<file path="src/rtl/sweep_max_counter.sv">
// Sweep position counter with per-sweep peak tracking and return-to-peak countdown.
// Optional build macro SWEEP_MAX_HYST_EN: a new peak must beat the current one by HYST.
module sweep_max_counter #(
  parameter int SWEEP_STEPS = 16,
  parameter int STEP_DIV    = 4,
  parameter int LIGHT_W     = 10,
  parameter int POS_W       = 4,
  parameter int HYST        = 2
) (
  input  logic               CLK,
  input  logic               RST,
  input  logic               HS,
  input  logic               VS,
  input  logic               MC,
  input  logic               CNT_RST,
  input  logic [LIGHT_W-1:0] LIGHT,
  output logic               CNT_L,
  output logic               CNT_RU,
  output logic               CNT_D,
  output logic [POS_W-1:0]   MAX_POS,
  output logic [LIGHT_W-1:0] MAX_VAL
);

  localparam int               PS_W     = (STEP_DIV > 1) ? $clog2(STEP_DIV) : 1;
  localparam logic [PS_W-1:0]  PS_LAST  = PS_W'(STEP_DIV - 1);
  localparam logic [POS_W-1:0] POS_LAST = POS_W'(SWEEP_STEPS - 1);

  if (SWEEP_STEPS < 2 || STEP_DIV < 1 || (2 ** POS_W) < SWEEP_STEPS || HYST < 0) begin : g_bad_cfg
    $error("sweep_max_counter: invalid parameter set");
  end

  // Peak-acceptance test; the hysteresis sum is one bit wider so it cannot wrap.
  function automatic logic beats(input logic [LIGHT_W-1:0] sample,
                                 input logic [LIGHT_W-1:0] best);
`ifdef SWEEP_MAX_HYST_EN
    logic [LIGHT_W:0] thresh;
    thresh = {1'b0, best} + (LIGHT_W + 1)'(HYST);
    return {1'b0, sample} > thresh;
`else
    return sample > best;
`endif
  endfunction

  logic [PS_W-1:0]    presc;
  logic [POS_W-1:0]   pos;
  logic [POS_W-1:0]   cur_pos;
  logic [LIGHT_W-1:0] cur_max;
  logic [POS_W-1:0]   ret;

  logic               active;
  logic               tick;
  logic               sweep_h;
  logic               sweep_v;
  logic               ret_step;
  logic               take;
  logic               at_end;
  logic [LIGHT_W-1:0] win_val;
  logic [POS_W-1:0]   win_pos;

  // Enable priority HS > VS > MC: a done HS still masks VS and MC.
  assign active   = HS | VS | MC;
  assign tick     = active && (presc == PS_LAST);
  assign sweep_h  = HS && CNT_L;
  assign sweep_v  = !HS && VS && CNT_D;
  assign ret_step = !HS && !VS && MC && (ret != '0);

  assign take    = (pos == '0) || beats(LIGHT, cur_max);
  assign win_val = take ? LIGHT : cur_max;
  assign win_pos = take ? pos : cur_pos;
  assign at_end  = (pos == POS_LAST);

  assign CNT_RU = (ret != '0);

  always_ff @(posedge CLK or posedge RST) begin
    if (RST) begin
      presc   <= '0;
      pos     <= '0;
      cur_pos <= '0;
      cur_max <= '0;
      ret     <= '0;
      CNT_L   <= 1'b1;
      CNT_D   <= 1'b1;
      MAX_POS <= '0;
      MAX_VAL <= '0;
    end else if (CNT_RST) begin
      presc   <= '0;
      pos     <= '0;
      cur_pos <= '0;
      cur_max <= '0;
      ret     <= '0;
      CNT_L   <= 1'b1;
      CNT_D   <= 1'b1;
      MAX_POS <= '0;
      MAX_VAL <= '0;
    end else begin
      if (!active || tick) presc <= '0;
      else                 presc <= presc + 1'b1;

      if (tick && (sweep_h || sweep_v)) begin
        cur_max <= win_val;
        cur_pos <= win_pos;
        if (at_end) begin
          pos     <= '0;
          MAX_POS <= win_pos;
          MAX_VAL <= win_val;
          ret     <= POS_LAST - win_pos;
          if (sweep_h) CNT_L <= 1'b0;
          else         CNT_D <= 1'b0;
        end else begin
          pos <= pos + 1'b1;
        end
      end else if (tick && ret_step) begin
        ret <= ret - 1'b1;
      end
    end
  end

endmodule

</file>
<file path="config.mk">
export PLATFORM = sky130hd
export DESIGN_NAME = sweep_max_counter
export DESIGN_NICKNAME = d
export VERILOG_FILES = /design/src/rtl/sweep_max_counter.sv
export SDC_FILE = /design/constraint.sdc
export NUM_CORES = 1
export LEC_CHECK = 0
export BUFFER_PORTS_ARGS = -buffer_cell sky130_fd_sc_hd__clkbuf_2
export CAP_MARGIN = 20
export CELL_PAD_IN_SITES_DETAIL_PLACEMENT = 2
export CELL_PAD_IN_SITES_GLOBAL_PLACEMENT = 2
export CORE_MARGIN = 5
export CORE_UTILIZATION = 38
export CTS_CLUSTER_SIZE = 12
export DETAILED_ROUTE_END_ITERATION = 7
export HOLD_SLACK_MARGIN = 0.02
export MAX_ROUTING_LAYER = met4
export PLACE_DENSITY = 0.87
export SYNTH_ARGS = -nofsm -noshare
export SYNTH_HDL_FRONTEND = slang
export SYNTH_SLANG_ARGS = --single-unit
</file>
<file path="constraint.sdc">
create_clock -name CLK -period 3.6 [get_ports CLK]
set_clock_uncertainty 0.2 [all_clocks]
set_input_delay 0.72 -clock CLK [delete_from_list [all_inputs] [get_ports CLK]]
set_output_delay 0.72 -clock CLK [all_outputs]
set_load 0.03 [all_outputs]
</file>
# Word-level counts from Yosys, hierarchy flattened
# Cells that the tools add are included.
[word_totals]
memories = 0
mem_bits_rw = 0
out_inout_bits = 17
regBits = 40
latchBits = 0
romBits = 0
elab_cells = 74
[op_classes]
n_addsub = 4
multipliers = 0
bitwise = 2
n_div = 0
n_lt_le_gt_ge = 1
shift = 0
n_eq_ne = 4
n_reduce_logical = 25
mux = 29
[ops]
columns = ["op", "n"]
rows = [
  ["10-bit 2-to-1 mux", 6],
  ["4-bit 2-to-1 mux", 13],
  ["10-bit > comparator", 1],
  ["1-bit logical AND", 9],
  ["1-bit 2-to-1 mux", 8],
  ["3-bit AND reduction", 2],
  ["2-bit nonzero test", 3],
  ["4-bit by 1-bit adder with 4-bit output, second input constant", 1],
  ["4-bit equality test, second input constant", 1],
  ["4-bit logical NOT", 1],
  ["2-bit 2-to-1 mux", 2],
  ["2-bit AND reduction", 2],
  ["4-bit nonzero test", 1],
  ["4-bit by 1-bit subtractor with 4-bit output, second input constant", 1],
  ["4-bit subtractor, first input constant", 1],
  ["1-bit logical NOT", 3],
  ["1-bit logical OR", 3],
  ["3-bit inequality test, second input constant", 1],
  ["3-bit nonzero test", 1],
  ["2-bit by 1-bit adder with 2-bit output, second input constant", 1],
  ["2-bit equality test, second input constant", 1],
  ["2-bit inequality test, second input constant", 1],
  ["1-bit OR", 2],
]

# Depth between registers and ports, before layout
[depth]
depth_word = 8
depth_mapped = 9

# Worst setup path after synthesis
# Ideal clock, no wire load.
[synth_timing]
path_type = "input -> register"
startpoint = "input LIGHT[9]"
endpoint = "register ret[0]"
stages = 6
setup_ns = 0.126
slack_ns = 1.037
path_buffers = 0
arrival_time_ns = 2.237
cell_sequence = "ha_1 nand4_1 o31ai_2 o21ai_2 mux2i_1 a221o_1"
[synth_via]
elab_chain_len = 7
[synth_rtl]
columns = ["element", "line_no", "source"]
rows = [
  ["from (decl)", "16", "input logic [LIGHT_W-1:0] LIGHT,"],
  ["10-bit > comparator", "40", "return sample > best;"],
  ["1-bit logical OR", "67", "assign take = (pos == '0) || beats(LIGHT, cur_max);"],
  ["4-bit 2-to-1 mux", "69", "assign win_pos = take ? pos : cur_pos;"],
  ["4-bit subtractor", "106", "ret <= POS_LAST - win_pos;"],
  ["4-bit 2-to-1 mux", "102", "if (at_end) begin"],
  ["4-bit 2-to-1 mux", "99", "if (tick && (sweep_h || sweep_v)) begin"],
  ["4-bit 2-to-1 mux", "85", "end else if (CNT_RST) begin"],
  ["to (signal assigned)", "106", ""],
  ["to (signal assigned)", "113", "ret <= ret - 1'b1;"],
  ["to (decl)", "48", "logic [POS_W-1:0] ret;"],
]
# No other way between the ends. The select of a mux whose other input is x is not followed.
# A chain may end at the register's enable or synchronous reset.

# Worst setup path in the final report
[layout_timing]
startpoint = "input LIGHT[5]"
endpoint = "register cur_max[3]"
[layout_via]
elab_chain_len = 5
[layout_rtl]
columns = ["element", "line_no", "source"]
rows = [
  ["10-bit > comparator", "40", ""],
  ["1-bit logical OR", "67", ""],
  ["10-bit 2-to-1 mux", "68", "assign win_val = take ? LIGHT : cur_max;"],
  ["10-bit 2-to-1 mux", "99", ""],
  ["10-bit 2-to-1 mux", "85", ""],
  ["to (signal assigned)", "100", "cur_max <= win_val;"],
  ["to (decl)", "47", "logic [LIGHT_W-1:0] cur_max;"],
]
# No other way between the ends. The select of a mux whose other input is x is not followed.

==> run_summary.xml <==
<?xml version="1.0" encoding="UTF-8"?>
<metrics>
  <group name="synthesis">
    <metric name="yosys_warnings" unit="">0</metric>
    <metric name="synth_cell_types" unit="">39</metric>
    <metric name="cells_after_synth" unit="">227</metric>
    <metric name="synth-seq-cells" unit="">40</metric>
    <metric name="synth.cell_area" unit="mm²">0.00221</metric>
    <metric name="post_synth.cell_area_avg" unit="µm²">9.72</metric>
    <metric name="synth.net_count" unit="">258</metric>
    <metric name="synth.yosys.seq_area_share" unit="%">45.5</metric>
  </group>
  <group name="status">
    <metric name="status" unit="">complete, no violations</metric>
  </group>
  <group name="floorplan">
    <metric name="die-width" unit="µm">86.2</metric>
    <metric name="floorplan.initialDensity" unit="%">39.6</metric>
    <metric name="coreArea" unit="mm²">0.00557</metric>
    <metric name="fp.dieArea" unit="mm²">0.00743</metric>
    <metric name="floorplan.die.height" unit="µm">86.2</metric>
    <metric name="number_of_top_level_pins" unit="">33</metric>
    <metric name="num_rows" unit="">27</metric>
  </group>
  <group name="cells_and_area">
    <metric name="diodes" unit="">0</metric>
    <metric name="seq_area" unit="mm²">0.00100</metric>
    <metric name="multi_input_comb_area" unit="mm²">0.00110</metric>
    <metric name="n_fill_cell" unit="">625</metric>
    <metric name="areaGrowthSynthToFinish" unit="%">14.7</metric>
    <metric name="layout.nets" unit="">294</metric>
    <metric name="post_route_cells_drive_above_1_share" unit="%">18.6</metric>
    <metric name="final_area" unit="mm²">0.00253</metric>
  </group>
  <group name="power_and_ir_drop">
    <metric name="seqPwrFrac" unit="%">51.0</metric>
    <metric name="cell_internal_pwr" unit="mW">0.666</metric>
    <metric name="switching_power" unit="mW">0.295</metric>
    <metric name="clkPwrFrac" unit="%">31.0</metric>
    <metric name="power.share.combinational" unit="%">18.0</metric>
    <metric name="power.density_cell_area" unit="mW/mm²">380</metric>
    <metric name="worst_ir_drop_vdd" unit="mV">0.215</metric>
    <metric name="power.switching_fraction" unit="%">30.7</metric>
    <metric name="leakage_power_summed_over_all_cells" unit="nW">1.24</metric>
    <metric name="power.total" unit="mW">0.961</metric>
  </group>
  <group name="timing">
    <metric name="report.final.slew_viol_count" unit="">0</metric>
    <metric name="worst_pin_slew" unit="ps">674</metric>
    <metric name="timing.max_slew.rel_slack" unit="%">54.8</metric>
    <metric name="totalNegativeSetupSlack" unit="ps">0</metric>
    <metric name="maxClockFrequency" unit="GHz">0.339</metric>
    <metric name="period_needed" unit="ps">2950</metric>
    <metric name="setup_violations" unit="">0</metric>
    <metric name="final_hold_viol_count" unit="">0</metric>
    <metric name="post-route-period-util" unit="%">82.0</metric>
    <metric name="rsz0062_at_grt" unit="">false</metric>
  </group>
  <group name="placement">
    <metric name="detailedPlacementHpwl" unit="µm">4640</metric>
    <metric name="dpl-instance-area" unit="mm²">0.00245</metric>
    <metric name="place_congestion" unit="">0.760</metric>
    <metric name="port-buffer-count" unit="">32</metric>
  </group>
  <group name="global_route">
    <metric name="pin_count_of_the_biggest_net_entering_global_routing" unit="">41</metric>
    <metric name="grt_usage" unit="%">19.6</metric>
    <metric name="grt-ovfl-total" unit="">0</metric>
    <metric name="grt_first_pass_wirelength" unit="µm">10900</metric>
    <metric name="vias_in_the_first_global_route" unit="">2150</metric>
    <metric name="antenna_found_initial" unit="">0</metric>
  </group>
  <group name="route">
    <metric name="first_pass_iters" unit="">4</metric>
    <metric name="drt.antenna.violating_nets" unit="">0</metric>
    <metric name="initialDrtViolationCount" unit="">56</metric>
    <metric name="routedWlPerCell" unit="µm">18.7</metric>
    <metric name="detail_route.wirelength" unit="µm">6270</metric>
    <metric name="drt_drc_violations_left" unit="">0</metric>
    <metric name="num_vias" unit="">1825</metric>
    <metric name="viasPerCell" unit="">5.43</metric>
  </group>
  <group name="cts">
    <metric name="cts_root_buffer_type" unit="">sky130_fd_sc_hd__clkbuf_8</metric>
    <metric name="clockBufferDepth" unit="">2</metric>
    <metric name="clk_pin_slew" unit="ps">80</metric>
    <metric name="cts_tree" unit="">yes</metric>
    <metric name="count_of_buffers_added_by_post_cts_timing_repair_for_setup" unit="">0</metric>
    <metric name="cts-resized-gates" unit="">0</metric>
    <metric name="clock_tree.htree_level_count" unit="">2</metric>
    <metric name="cts_made_buffers" unit="">5</metric>
    <metric name="hold_buffers" unit="">0</metric>
    <metric name="clk_latency" unit="ps">300</metric>
    <metric name="cts_num_sinks" unit="">40</metric>
  </group>
  <group name="critical_path">
    <metric name="timing.critical_path.to_type" unit="">flop</metric>
    <metric name="worst_path_arrival" unit="ps">2920</metric>
    <metric name="timing.critical_path.fanout_max" unit="">9</metric>
    <metric name="critical_path.startpoint_type" unit="">input port</metric>
    <metric name="timing.setup.critical_path_class" unit="">in -&gt; reg</metric>
    <metric name="critical_path_cell_sequence" unit="">clkbuf_2, ha_1, nand4_1, a211oi_2, nor4b_2, a211oi_4, buf_4, mux2i_1, nor2_1</metric>
    <metric name="cp_slowest_stage_delay" unit="ps">570</metric>
    <metric name="crit_slowest_cell" unit="">sky130_fd_sc_hd__a211oi_4</metric>
    <metric name="worst-endpoint-required" unit="ps">3560</metric>
  </group>
  <group name="min_path">
    <metric name="hold_path_class" unit="">reg -&gt; reg</metric>
  </group>
  <group name="flow_run">
    <metric name="maxCapViolations" unit="">0</metric>
  </group>
</metrics>
[power by group through the flow]
stage	logic [mW]	clock network (mW)	registers, mW
2_1_floorplan	0.0897	0	0.521
3_3_place_gp	0.165	0	0.498
3_5_place_dp	0.174	0	0.499
4_1_cts	0.176	0.310	0.491
5_1_grt	0.192	0.331	0.495
6_report	0.173	0.298	0.490
[registers in the layout, summed over array words and instances, names as in the netlist]
register and count:
MAX_VAL 10, CNT_L 1, pos 4, presc 2, ret 4, MAX_POS 4
CNT_D 1, cur_max 10, cur_pos 4
[worst max-delay path: cells and delay by family]
kind	cells	cell delay, ps
compound gates	2	870
buf+inv	2	400
fa+ha+maj	1	350
simple gates	3	340
mux	1	220
[synth_stat cells (all sizes together)]
master	number	share of area, %
o31ai	2	0.91
o21a	1	0.34
o21ai	19	4.5
dfrtp	38	43
nor3	5	1.1
nand4bb	1	0.51
or3	1	0.28
a41o	1	0.45
mux2i	24	11
a21oi	17	3.9
a221o	2	0.91
or4	1	0.34
nand3	3	0.68
a211o	1	0.40
nand4	2	0.57
nor4	1	0.28
nor2	21	3.6
nand2	26	4.4
a31oi	1	0.28
a21o	1	0.34
o211ai	2	0.68
and2	3	0.85
and3b	1	0.40
nand2b	5	1.4
xor2	1	0.40
nor4b	2	1.1
inv	18	3.1
buf	2	0.85
a211oi	2	1.5
ha	15	8.5
and3	1	0.28
dfstp	2	2.4
clkbuf	5	0.85
[kinds of logic (layout without fill, tap and decap cells)]
family	count (synthesis)	in the layout	synth area share (%)
fa+ha+maj	15	15	8.51
compound gates	49	49	14.1
simple gates	73	73	15.8
xor+xnor	1	1	0.397
flops	40	40	45.5
mux	24	24	10.9
buf+inv	25	62	4.76
[path summary, 6_finish.rpt]
path	startpoint	to	slack [ps]	cells after the start
setup / recovery	LIGHT[5]	cur_max[3]	650	9
hold / removal	presc[0]	presc[0]	270	1
max in group asynchronous	RST	cur_max[3]	2490	3
setup reg to reg	cur_max[5]	cur_max[3]	750	9
min in group asynchronous	RST	MAX_VAL[3]	310	3
hold reg to reg	presc[0]	presc[0]	270	1
[layer usage]
layer	global-route usage [%]	wire length, µm	part of all wire [%]	vias up
met5	-	0	0	-
met4	6.52	131	2.1	0
met3	3.90	221	3.5	12
met2	34.0	3150	50	33
met1	22.6	2780	44	926
li1	-	-	-	854
[cell type report]
cell class              instances  share of cell area [%]
clock inverters                 1                   0.198
flip-flops and latches         40                    39.7
repair buffers                 36                    7.52
clock buffers                   7                    3.02
well taps                      72                    3.56
multi-input cells             162                    43.4
inverters                      18                    2.67
[layout by cell type, fill, tap and decap left out, types with 2 or more instances in the layout]
cell	count
sky130_fd_sc_hd__a21oi_1	17
sky130_fd_sc_hd__a221o_1	2
sky130_fd_sc_hd__and2_1	3
sky130_fd_sc_hd__buf_4	4
sky130_fd_sc_hd__clkbuf_1	2
sky130_fd_sc_hd__clkbuf_2	32
sky130_fd_sc_hd__clkbuf_8	5
sky130_fd_sc_hd__dfrtp_1	38
sky130_fd_sc_hd__dfstp_2	2
sky130_fd_sc_hd__ha_1	15
sky130_fd_sc_hd__inv_1	18
sky130_fd_sc_hd__mux2i_1	24
sky130_fd_sc_hd__nand2_1	26
sky130_fd_sc_hd__nand2b_1	5
sky130_fd_sc_hd__nand3_1	3
sky130_fd_sc_hd__nand4_1	2
sky130_fd_sc_hd__nor2_1	21
sky130_fd_sc_hd__nor3_1	5
sky130_fd_sc_hd__o211ai_1	2
sky130_fd_sc_hd__o21ai_0	6
sky130_fd_sc_hd__o21ai_1	12
[per-stage QoR]
step | util, % | setup slack, ps | instances | hold slack, ps
6_report | 45.4 | 647 | 336 | 267
5_1_grt | 45.4 | 516 | 336 | 287
4_1_cts | 45.4 | 650 | 336 | 272
3_5_place_dp | 43.9 | 375 | 328 | 261
3_3_place_gp | 43.9 | 493 | 328 | 231
2_1_floorplan | - | 1040 | 227 | 219
(Power assumes the default switching activity.)
